## config.mk

```make
export PLATFORM = sky130hd
export DESIGN_NAME = romulus_tbc_sequencer
export DESIGN_NICKNAME = d
export VERILOG_FILES = /design/src/rtl/romulus_tbc_sequencer.sv
export SDC_FILE = /design/constraint.sdc
export NUM_CORES = 1
export LEC_CHECK = 0
export CORE_UTILIZATION = 30
export DETAILED_ROUTE_END_ITERATION = 16
export GPL_TIMING_DRIVEN = 0
export PLACE_DENSITY = 0.6
export SYNTH_ARGS = -nofsm -noshare
export SYNTH_HDL_FRONTEND = slang
export SYNTH_SLANG_ARGS = --single-unit
```

## constraint.sdc

```tcl
create_clock -name clk -period 5.47 [get_ports clk]
set_clock_uncertainty 0.2 [all_clocks]
set_input_delay 1.094 -clock clk [delete_from_list [all_inputs] [get_ports clk]]
set_output_delay 1.094 -clock clk [all_outputs]
set_load 0.01 [all_outputs]
```

## src/rtl/romulus_tbc_sequencer.sv

```systemverilog
// Romulus TBC control sequencer: expands one command into per-cycle datapath strobes and the SKINNY round-constant stream.
// Optional TBC completion counter is enabled by defining ROMULUS_TBC_SEQ_PERF_EN.
module romulus_tbc_sequencer #(
  parameter int ROUNDS   = 40,
  parameter int UNROLL   = 1,
  parameter int BUSWIDTH = 128
) (
  input  logic                  clk,
  input  logic                  rst_n,
  input  logic                  cmd_valid,
  output logic                  cmd_ready,
  input  logic [2:0]            cmd_op,
  input  logic [BUSWIDTH/8-1:0] cmd_decrypt,
  input  logic [7:0]            cmd_domain,
  input  logic                  cmd_tk1s,
  input  logic                  abort,
  output logic                  busy,
  output logic                  done,
  output logic [6*UNROLL-1:0]   constant,
  output logic [BUSWIDTH/8-1:0] decrypt,
  output logic [7:0]            domain,
  output logic                  srst,
  output logic                  senc,
  output logic                  sen,
  output logic                  xrst,
  output logic                  xenc,
  output logic                  xen,
  output logic                  yrst,
  output logic                  yenc,
  output logic                  yen,
  output logic                  zrst,
  output logic                  zenc,
  output logic                  zen,
  output logic                  erst,
  output logic                  correct_cnt,
  output logic                  tk1s,
  output logic [31:0]           tbc_count,
  output logic [1:0]            fsm_state
);

  // Handshake: a command transfers on a rising edge where cmd_valid && cmd_ready;
  // cmd_ready is high only in IDLE, so the requester holds its command while busy.

  localparam int NCYC = ROUNDS / UNROLL;
  localparam int CW   = $clog2(NCYC + 1);

  localparam logic [2:0] OP_NOP       = 3'd0;
  localparam logic [2:0] OP_LOAD_KEY  = 3'd1;
  localparam logic [2:0] OP_LOAD_TWK  = 3'd2;
  localparam logic [2:0] OP_CLR_STATE = 3'd3;
  localparam logic [2:0] OP_ABSORB    = 3'd4;
  localparam logic [2:0] OP_TBC       = 3'd5;
  localparam logic [2:0] OP_CNT_RESET = 3'd6;
  localparam logic [2:0] OP_CNT_ADV   = 3'd7;

  typedef enum logic [1:0] {
    S_IDLE  = 2'd0,
    S_EXEC  = 2'd1,
    S_ROUND = 2'd2,
    S_CORR  = 2'd3
  } state_t;

  state_t state_q, state_d;

  logic [2:0]            op_q;
  logic [BUSWIDTH/8-1:0] dec_q;
  logic [7:0]            dom_q;
  logic                  tk1s_q;
  logic [CW-1:0]         rnd_q;
  logic [5:0]            rc_q;
  logic [5:0]            rc_walk;
  logic [6*UNROLL-1:0]   rc_slots;
  logic                  accept;
  logic                  last_round;

  function automatic logic [5:0] rc_step(input logic [5:0] r);
    return {r[4:0], ~(r[5] ^ r[4])};
  endfunction

  assign accept     = cmd_valid && (state_q == S_IDLE);
  assign last_round = (rnd_q == CW'(NCYC - 1));
  assign fsm_state  = state_q;

  // Each slot holds the next LFSR value; the last one becomes the register update.
  always_comb begin
    rc_walk  = rc_q;
    rc_slots = '0;
    for (int k = 0; k < UNROLL; k++) begin
      rc_walk           = rc_step(rc_walk);
      rc_slots[6*k +: 6] = rc_walk;
    end
  end

  always_ff @(posedge clk or negedge rst_n) begin
    if (!rst_n) state_q <= S_IDLE;
    else        state_q <= state_d;
  end

  always_comb begin
    state_d = state_q;
    case (state_q)
      S_IDLE: begin
        if (accept) begin
          if (cmd_op == OP_TBC)      state_d = S_ROUND;
          else if (cmd_op != OP_NOP) state_d = S_EXEC;
        end
      end
      S_EXEC:  state_d = S_IDLE;
      S_ROUND: begin
        if (abort)           state_d = S_IDLE;
        else if (last_round) state_d = S_CORR;
      end
      S_CORR:  state_d = S_IDLE;
      default: state_d = S_IDLE;
    endcase
  end

  always_comb begin
    cmd_ready   = 1'b0;
    busy        = 1'b0;
    done        = 1'b0;
    constant    = '0;
    decrypt     = '0;
    srst        = 1'b0;
    senc        = 1'b0;
    sen         = 1'b0;
    xrst        = 1'b0;
    xenc        = 1'b0;
    xen         = 1'b0;
    yrst        = 1'b0;
    yenc        = 1'b0;
    yen         = 1'b0;
    zrst        = 1'b0;
    zenc        = 1'b0;
    zen         = 1'b0;
    erst        = 1'b0;
    correct_cnt = 1'b0;
    case (state_q)
      S_IDLE: cmd_ready = 1'b1;
      S_EXEC: begin
        busy = 1'b1;
        done = 1'b1;
        case (op_q)
          OP_LOAD_KEY:  xrst = 1'b1;
          OP_LOAD_TWK:  yrst = 1'b1;
          OP_CLR_STATE: begin
            srst = 1'b1;
            erst = 1'b1;
          end
          OP_ABSORB: begin
            sen     = 1'b1;
            decrypt = dec_q;
          end
          OP_CNT_RESET: zrst = 1'b1;
          OP_CNT_ADV: begin
            zen         = 1'b1;
            correct_cnt = 1'b1;
          end
          default: ;
        endcase
      end
      S_ROUND: begin
        busy     = 1'b1;
        constant = rc_slots;
        sen      = 1'b1;
        senc     = 1'b1;
        xen      = 1'b1;
        xenc     = 1'b1;
        yen      = 1'b1;
        yenc     = 1'b1;
        zen      = 1'b1;
        zenc     = 1'b1;
      end
      S_CORR: begin
        // Inverse tweakey step restores TKX/TKY; TKZ advances with the domain.
        busy = 1'b1;
        done = 1'b1;
        xen  = 1'b1;
        yen  = 1'b1;
        zen  = 1'b1;
      end
      default: ;
    endcase
  end

  assign domain = dom_q;
  assign tk1s   = busy ? tk1s_q : 1'b0;

  always_ff @(posedge clk or negedge rst_n) begin
    if (!rst_n) begin
      op_q   <= OP_NOP;
      dec_q  <= '0;
      dom_q  <= '0;
      tk1s_q <= 1'b0;
    end else if (accept) begin
      op_q   <= cmd_op;
      dec_q  <= cmd_decrypt;
      dom_q  <= cmd_domain;
      tk1s_q <= cmd_tk1s;
    end
  end

  always_ff @(posedge clk or negedge rst_n) begin
    if (!rst_n) begin
      rnd_q <= '0;
      rc_q  <= 6'h00;
    end else begin
      if (state_q == S_ROUND && state_d == S_ROUND) rnd_q <= rnd_q + CW'(1);
      else                                          rnd_q <= '0;
      if (state_q == S_ROUND && !abort) rc_q <= rc_walk;
      else                              rc_q <= 6'h00;
    end
  end

`ifdef ROMULUS_TBC_SEQ_PERF_EN
  logic [31:0] tbc_count_q;
  always_ff @(posedge clk or negedge rst_n) begin
    if (!rst_n)
      tbc_count_q <= '0;
    else if (state_q == S_CORR && tbc_count_q != 32'hFFFF_FFFF)
      tbc_count_q <= tbc_count_q + 32'd1;
  end
  assign tbc_count = tbc_count_q;
`else
  assign tbc_count = 32'd0;
`endif

endmodule

```

# Yosys cells after proc, flatten, opt, wreduce, memory -nomap -nowiden
# Index checks and enable logic that the tools add are counted.
dict set report totals {
  out_inout_bits 82
  input_bits 32
  reg_bits 42
}
dict set report op_classes {
  reduce_logical 9
  eq_ne 12
  bitwise 2
  n_mux 30
  n_addsub 1
}
# cell count
set ops {}
lappend ops {{$mux W16} 2}
lappend ops {{$mux W6} 3}
lappend ops {{$mux W1} 17}
lappend ops {{$eq A3 B3 Y1 const B} 4}
lappend ops {{$mux W2} 5}
lappend ops {{$add A6 B1 Y6 const B} 1}
lappend ops {{$eq A2 B2 Y1 const B} 3}
lappend ops {{$eq A3 B2 Y1 const B} 2}
lappend ops {{$eq A6 B6 Y1 const B} 1}
lappend ops {{$pmux W2 S3} 1}
lappend ops {{$pmux W1 S2} 2}
lappend ops {{$reduce_or A2 Y1} 2}
lappend ops {{$eq A3 B1 Y1 const B} 1}
lappend ops {{$logic_and A1 B1 Y1} 3}
lappend ops {{$reduce_bool A3 Y1} 1}
lappend ops {{$reduce_or A3 Y1} 1}
lappend ops {{$eq A2 B1 Y1 const B} 1}
lappend ops {{$logic_not A2 Y1} 1}
lappend ops {{$logic_not A1 Y1} 1}
lappend ops {{$not A1 Y1} 1}
lappend ops {{$xor A1 B1 Y1} 1}

# Longest topological paths before layout
# Gate-level depths: netlist of run 1.
dict set report depth {
  depth_word 8
  ltp_mapped 7
  depth_no_buf 6
}

# Worst setup path after synthesis of run 1
# No wires, ideal clock.
dict set report synth_timing {
  path_kind {flip-flop to output port}
  startpoint {register state_q[0] (netlist: fsm_state[0])}
  endpoint {output port zen}
  slack_ns 2.596
  arrival_ns 1.580
  stages_incl_launch_ff 6
  path_cell_list {dfrtp_1 inv_1 ha_1 clkbuf_2 or2_2 o21a_1}
}
dict set report synth_via {
  elab_chain_len 3
  elab_cells_between_ends 5
  cone_classes {eq/ne: 3; mux: 1; reduce/logical: 1}
}
# element line_no
set synth_rtl {}
lappend synth_rtl {{from (decl)} 63} ;# state_t state_q, state_d;
lappend synth_rtl {{from (signal assigned)} 96} ;# else state_q <= state_d;
lappend synth_rtl {{$eq A2 B2 Y1} 138} ;# case (state_q)
lappend synth_rtl {{$reduce_or A2 Y1 (no source line)} -}
lappend synth_rtl {{$pmux W1 S2 (*)} 138}
lappend synth_rtl {{to (decl)} 33} ;# output logic zen,
# Mark *: on every way between the ends. The rest lies on a longest branch, timed or not.

# Worst setup path after layout of run 1
dict set report layout_timing {
  startpoint {register state_q[1] (netlist: fsm_state[1])}
  endpoint {output port decrypt[10]}
}
dict set report layout_via {
  elab_chain_len 2
}
# element line_no
set layout_rtl {}
lappend layout_rtl {{$eq A2 B1 Y1} 138}
lappend layout_rtl {{$mux W16} 138}
lappend layout_rtl {{to (decl)} 20} ;# output logic [BUSWIDTH/8-1:0] decrypt,
# Every way passes these cells.

==> results of run 1 <==
[stage by stage]
stage	worst slack (ns)	util (%)	cells	hold slack, ns
2_1_floorplan	2.596	-	230	0.2435
3_3_place_gp	1.843	45.71	410	0.2571
3_5_place_dp	1.865	45.92	411	0.2648
4_1_cts	1.539	47.17	419	0.2757
5_1_grt	1.386	47.17	419	0.2826
6_report	1.600	47.17	419	0.2700
[path summary, 6_finish.rpt]
kind	endpoint	slack [ns]	start	cells past startpoint
worst max-delay path	decrypt[10]	1.60	fsm_state[1]	6
worst min-delay path	rnd_q[0]	0.27	rnd_q[0]	1
worst max register to register	dec_q[11]	3.14	fsm_state[0]	6
worst min register to register	rnd_q[0]	0.27	rnd_q[0]	1
max in group asynchronous	fsm_state[1]	4.14	rst_n	2
min in group asynchronous	rnd_q[1]	0.46	rst_n	1
[cells in the mapped netlist (2+ instances only)]
master	instances	area, µm²
nor2b_1	6	37.54
nand3_1	2	10.01
inv_1	3	11.26
buf_4	37	277.8
xnor2_1	2	17.52
and2_1	22	137.6
xor2_1	4	35.03
buf_2	3	15.01
nor3_1	8	40.04
nor2_1	5	18.77
or2_2	2	12.51
nand2_1	5	18.77
o21a_1	3	22.52
mux2_2	28	315.3
dfrtp_1	42	1051
ha_1	6	75.07
nor3b_1	2	15.01
[power groups by stage]
| stage | combinational [mW] | sequential [mW] | clock (mW) |
|---|---|---|---|
| floorplan | 0.290 | 0.485 | 0 |
| global placement | 0.529 | 0.480 | 0 |
| detailed placement | 0.538 | 0.485 | 0 |
| global route | 0.578 | 0.493 | 0.228 |
| CTS | 0.540 | 0.480 | 0.217 |
| finish | 0.533 | 0.479 | 0.205 |
[layout make-up]
type                    instances  area share (%)
well taps                      99           3.601
inverters                       4          0.4365
multi-input cells             142           29.97
clock inverters                 1          0.1455
flip-flops and latches         42           30.56
clock buffers                   7           2.510
plain buffers                  42           8.767
repair buffers                 82           24.01
[registers in the layout (all words and copies together), names as in the netlist]
register	cells
domain	8
rnd_q	6
dec_q	16
op_q	3
fsm_state	2
rc_q	6
tk1s_q	1
[worst max-delay path, delay by kind of cell, from the launching register on]
kind | cells | cell delay, ns
adder cells (fa/ha/maj) | 1 | 0.23
buffers and inverters | 3 | 1.07
flip-flops | 1 | 0.44
AND/OR/NAND/NOR | 2 | 0.54
[cell usage in the layout, fill, tap and decap left out, types with 3 or more instances in the layout]
cell type	count
mux2_2	28
and2_1	22
o21a_1	3
clkbuf_8	6
nor2b_1	6
inv_1	3
conb_1	32
dfrtp_1	42
clkdlybuf4s50_1	80
nor3_1	8
nor2_1	5
xor2_1	4
buf_4	37
ha_1	6
nand2_1	5
buf_2	4
[cell families (layout without fill, tap and decap cells)]
kind of cell             after synthesis  after routing  share of synthesized area (%)
flip-flops                            42             42                          46.05
adder cells (fa/ha/maj)                6              6                          3.289
other                                  1             32                         0.1643
buffers and inverters                 46            136                          13.87
XOR/XNOR                               6              6                          2.303
AND/OR/NAND/NOR                       62             62                          16.94
AO/OA/AOI/OAI                          8              8                          3.564
multiplexers                          28             28                          13.82
[layer usage]
| metal | vias to the layer above | part of all wire, % |
|---|---|---|
| met5 | - | 0 |
| met2 | 70 | 46 |
| met1 | 786 | 43 |
| met3 | 7 | 9.5 |
| li1 | 834 | - |
| met4 | 0 | 1.5 |
==> summary.md, run 1 <==
| Metric | Value |
|---|---|
| Initial antenna violation count | 0 |
| Post-synthesis sequential area ratio | 46.05% |
| Clock power frac | 16.8% |
| Post-synth EDFFs | 0 |
| Antenna Violating Nets Remaining | 0 |
| Area Overhead vs Synth | 50.71% |
| Req. time, crit path | 4.18 ns |
| Gpl congestion | 0.7628 |
| Worst-case clock buffer depth | 2 |
| Design area | 3440 µm² |
| Synthesized area per cell | between 10 and 15 µm² |
| Timing-limited maximum frequency | about 0.26 GHz |
| Post-route clock period utilization | ~71% |
| Placed instance area | between 3000 and 4000 µm² |
| Share of cells above drive strength 1 | 27.50% |
| Combinational power share | between 40% and 50% |
| Port Buffers | 81 |
| Met2 usage | between 20 and 25% |
| Largest net degree at the start of global routing | 34 |
| Static Leak | 1.551 nW |
| Worst-Margin Slew | roughly 0.49 ns |
| TritonCTS Buffers | 5 |
| Residual DRC count | 0 |
| Switching share of power | 31.56% |
| Core Area | 7292 µm² |
| Cells after Synth | 199 |
| Relative slew margins | 67.02% |
| Switching pwr | 384.1 µW |
| Via Count | around 1.7k |
| Max stage delay on crit path | 0.53 ns |
| CTS Root Cell | clkbuf_8 |
| CTS clk-pin slew, worst paths | 0.07 ns |
| Worst skew pair latency | about 0.29 ns |
| Multi-input gate area | 1031 µm² |
| GR Util All Layers | 13.03% |
| Sequential Area | 1051 µm² |
| Critical path class | reg2out |
| DR WL/cell | 11.96 µm |
| Die area | 7960 µm² |
| Number of DRC markers in iteration 0 | 50 |
| Min Clock Period, post-route | 3.870 ns |
| PwrDens | 353.8 nW/µm² |
| Critical Path End Type | output pin |
| Met3 GRT Util | 4.247% |
| # rows | 31 |
| Final Max Tran Viols | 0 |
| DPL Wire Length | 3828 µm |
| Setup tns final | 0 ns |
| Met1 track demand over resource | 16.93% |
| Initial Util | a little under a third |
| Tot Pwr | 1.217 mW |
| CP Cell Sequence | inv_1, ha_1, and4bb_2, clkbuf_1, and2_1, clkdlybuf4s50_1 |
| Yosys cell types | 36 |
| TritonCTS clock tree | yes |
| Drt pass-1 iters | 4 |
| First-pass GRT wire length | approximately 7700 µm |
| Boundary pin count | ~110 |
| Most used routing layer | met2 |
| Vias in the first global route | 1,563 |
| #FFs+latches synth | 42 |
| Clock tree sinks | 42 |
| RSZ-0062 raised after global routing | false |
| Status | completed |
| Number of max-cap violations | 0 |
| H-tree depth | 2 |
| Ys async rst share | 100.0% |
| # setup viols final | 0 |
| Diode count | 0 |
| Total grt overflow | 0 |
| Resize count post-CTS | 0 |
| Synth Flop Type | dfrtp_1 |
| Vias per inst | 4.050 |
| Sequential power share | 39.3% |
| Die Height | 89.22 µm |
| Post-Synthesis Cell Area | 2282 µm² |
| Setup bufs post-CTS | 0 |
| Worst Hold Class | reg2reg |
| Detailed Route WL | 5010 µm |
| Slowest CP cell | clkdlybuf4s50_1 |
| Nets | 357 |
| Internal power | 832.7 µW |
| CP max FO | 10 |
| Fin. Hold Viols | 0 |
| Fill count | 707 |
| Crit path launch type | register |
| Synth warn | 0 |
| VDD IR max | ~200 µV |
| Worst Path Arrival | 2.58 ns |
| Die width | 89.22 µm |
| CTS Hold Bufs | 0 |
No activity file was read; power rests on OpenSTA's default activity.
==> inputs of run 2 (changes only) <==
PLACE_DENSITY = 0.62   (was 0.6)
clock period = 3.51 ns   (was 5.47 ns; I/O delays follow)
==> run 2 against run 1 <==
  * Critical endpoint is now zen
  * Worst hold slack worse by 0.093 ns
  * Cell count down 0.24%
  * Combinational power is 55% higher
  * Sequential share of layout area fell by 0.48 points
==> summary.md, run 2 (synthesis results as in run 1) <==
| Metric | Value |
|---|---|
| Die Height | 89.22 µm (unchanged) |
| Min Clock Period, post-route | approximately 3.3 ns |
| Number of DRC markers in iteration 0 | 45 (-10%) |
| Die area | 7960 µm² (unchanged) |
| Core Area | 7292 µm² (unchanged) |
| Max reg flops | 16 (unchanged) |
| Req. time, crit path | 2.61 ns (-1.57 ns) |
| Worst-case clock buffer depth | 2 (unchanged) |
| Share of cells above drive strength 1 | 27.90% (+0.40 points) |
| Post-route clock period utilization | 93.08% |
| Static Leak | 1.577 nW (+1.6%) |
| Max stage delay on crit path | 0.49 ns (-0.04 ns) |
| Commonest non-fill, non-tap cell in the layout | clkdlybuf4s50_1 |
| Boundary pin count | 114 (unchanged) |
| Critical path class | reg2out |
| TritonCTS clock tree | yes |
| Crit-path leading delay family | buffers and inverters |
| Timing-limited maximum frequency | 0.3061 GHz |
| Residual DRC count | 0 (unchanged) |
| Via Count | 1,693 (-0.24%) |
| Worst Hold Class | in2async |
| # rows | 31 (unchanged) |
| Relative slew margins | 64.86% (-2.2 points) |
| Most flops, register | dec_q |
| Worst skew pair latency | 0.29 ns (about the same) |
| RSZ-0062 raised after global routing | false |
| Buffers & Inverters on Critical Path | 3 (unchanged) |
| Most used routing layer | met2 |
| Vias per inst | 4.050 (about the same) |
| Clock tree sinks | 42 (unchanged) |
| Setup bufs post-CTS | 0 (unchanged) |
| Crit path launch type | register |
| Number of max-cap violations | 0 (unchanged) |
| Detailed Route WL | 4725 µm (-5.7%) |
| Status | completed |
| DR WL/cell | 11.30 µm (-5.5%) |
| CTS Hold Bufs | 0 (unchanged) |
| GR Util All Layers | 12.45% (-0.58 points) |
| Commonest non-fill, non-tap cells in the layout | clkdlybuf4s50_1 (80), dfrtp_1 (42), buf_4 (37) |
| Setup tns final | 0 ns (unchanged) |
| Met3 GRT Util | 3.786% (-0.46 points) |
| VDD IR max | 346.7 µV (+76%) |
| Met1 track demand over resource | 14.93% (-2.0 points) |
| Largest net degree at the start of global routing | 23 (-32%) |
| # setup viols final | 0 (unchanged) |
| TritonCTS Buffers | 5 (unchanged) |
| Initial Util | 31.30% (unchanged) |
| Port Buffers | 81 (unchanged) |
| Antenna Violating Nets Remaining | 0 (unchanged) |
| Non-filler cells in the finished layout | 418 (-0.24%) |
| Total grt overflow | 0 (unchanged) |
| Placed cells | 411 (unchanged) |
| Critical Path End Type | output pin |
| CTS clk-pin slew, worst paths | 0.08 ns (about the same) |
| Area Overhead vs Synth | 53.12% |
| FF-to-FF setup slack | 1.20 ns (-1.94 ns) |
| Slowest CP cell | dfrtp_1 |
| Resize count post-CTS | 0 (unchanged) |
| Met2 usage | 21.03% (+0.90 points) |
| CP max FO | 10 (unchanged) |
| Vias in the first global route | 1,592 (+1.9%) |
| PwrDens | 584.1 nW/µm² (+65%) |
| Die width | 89.22 µm (unchanged) |
| Gpl congestion | 0.8010 (+5.0%) |
| First-pass GRT wire length | 7458 µm (-3.7%) |
| Worst-Margin Slew | 0.5270 ns (+0.03557 ns) |
| Final Max Tran Viols | 0 (unchanged) |
| Worst Path Arrival | 2.37 ns (-0.21 ns) |
| DPL Wire Length | 3768 µm (-1.6%) |
| Fin. Hold Viols | 0 (unchanged) |
| Nets | 356 (-0.28%) |
| CTS Root Cell | clkbuf_8 |
| Diode count | 0 (unchanged) |
| H-tree depth | 2 (unchanged) |
| Drt pass-1 iters | 4 (unchanged) |
| Initial antenna violation count | 0 (unchanged) |
| CP Cell Sequence | inv_1, ha_1, clkbuf_2, or2_2, o21a_1, clkdlybuf4s50_1 |
run 2: worst reg2reg max path, delay by kind of cell, from the launching register on:
| kind | cells | cell delay (ns) |
|---|---|---|
| fa+ha+maj | 1 | 0.25 |
| buf+inv | 3 | 0.70 |
| flops | 1 | 0.49 |
| mux | 1 | 0.38 |
| simple gates | 1 | 0.17 |
run 2: stage by stage:
step,util (%),hold WS [ns],area (µm²),setup slack (ns),total power [mW]
3_5_place_dp,46.02,0.2663,3356,0.3813,1.594
4_1_cts,47.98,0.1955,3498,0.05090,2.077
6_report,47.92,0.1766,3495,0.2430,2.041
5_1_grt,47.92,0.2109,3495,0.1114,2.178
2_1_floorplan,-,0.2064,2399,1.028,1.208
3_3_place_gp,45.71,0.2574,3333,0.3692,1.570
run 2: cell type report:
type                    count  area (µm²)
plain buffers              41       297.8
well taps                  99       123.9
flip-flops and latches     42        1051
clock inverters             2       60.06
fillers                   697        3797
multi-input cells         142        1031
inverters                   4       15.01
repair buffers             82       833.3
clock buffers               6       82.58
run 2: metal layers:
layer	part of all wire, %	up-vias
li1	-	832
met1	42	781
met2	48	72
met3	8.7	8
met4	1.5	0
met5	0	-
run 2: worst paths after layout:
path                              start       end  cells past startpoint
max in group asynchronous         rst_n  rnd_q[3]                      2
min in group clk               rnd_q[0]  rnd_q[0]                      1
setup / recovery           fsm_state[0]       zen                      6
setup reg to reg           fsm_state[0]  dec_q[7]                      6
hold reg to reg                rnd_q[0]  rnd_q[0]                      1
hold / removal                    rst_n  dec_q[5]                      1
run 2: report_power, final:
part	leakage [nW]	switching, mW	internal (mW)
sequential	0.521	0.0958	0.648
clock	0.0714	0.169	0.303
combinational	0.984	0.334	0.491
==> inputs of run 3 (changes only) <==
CTS_CLUSTER_SIZE = 24   (was not set)
==> results of run 3 <==
Same layout as run 2: the final DEF is identical, and so are final timing and power.
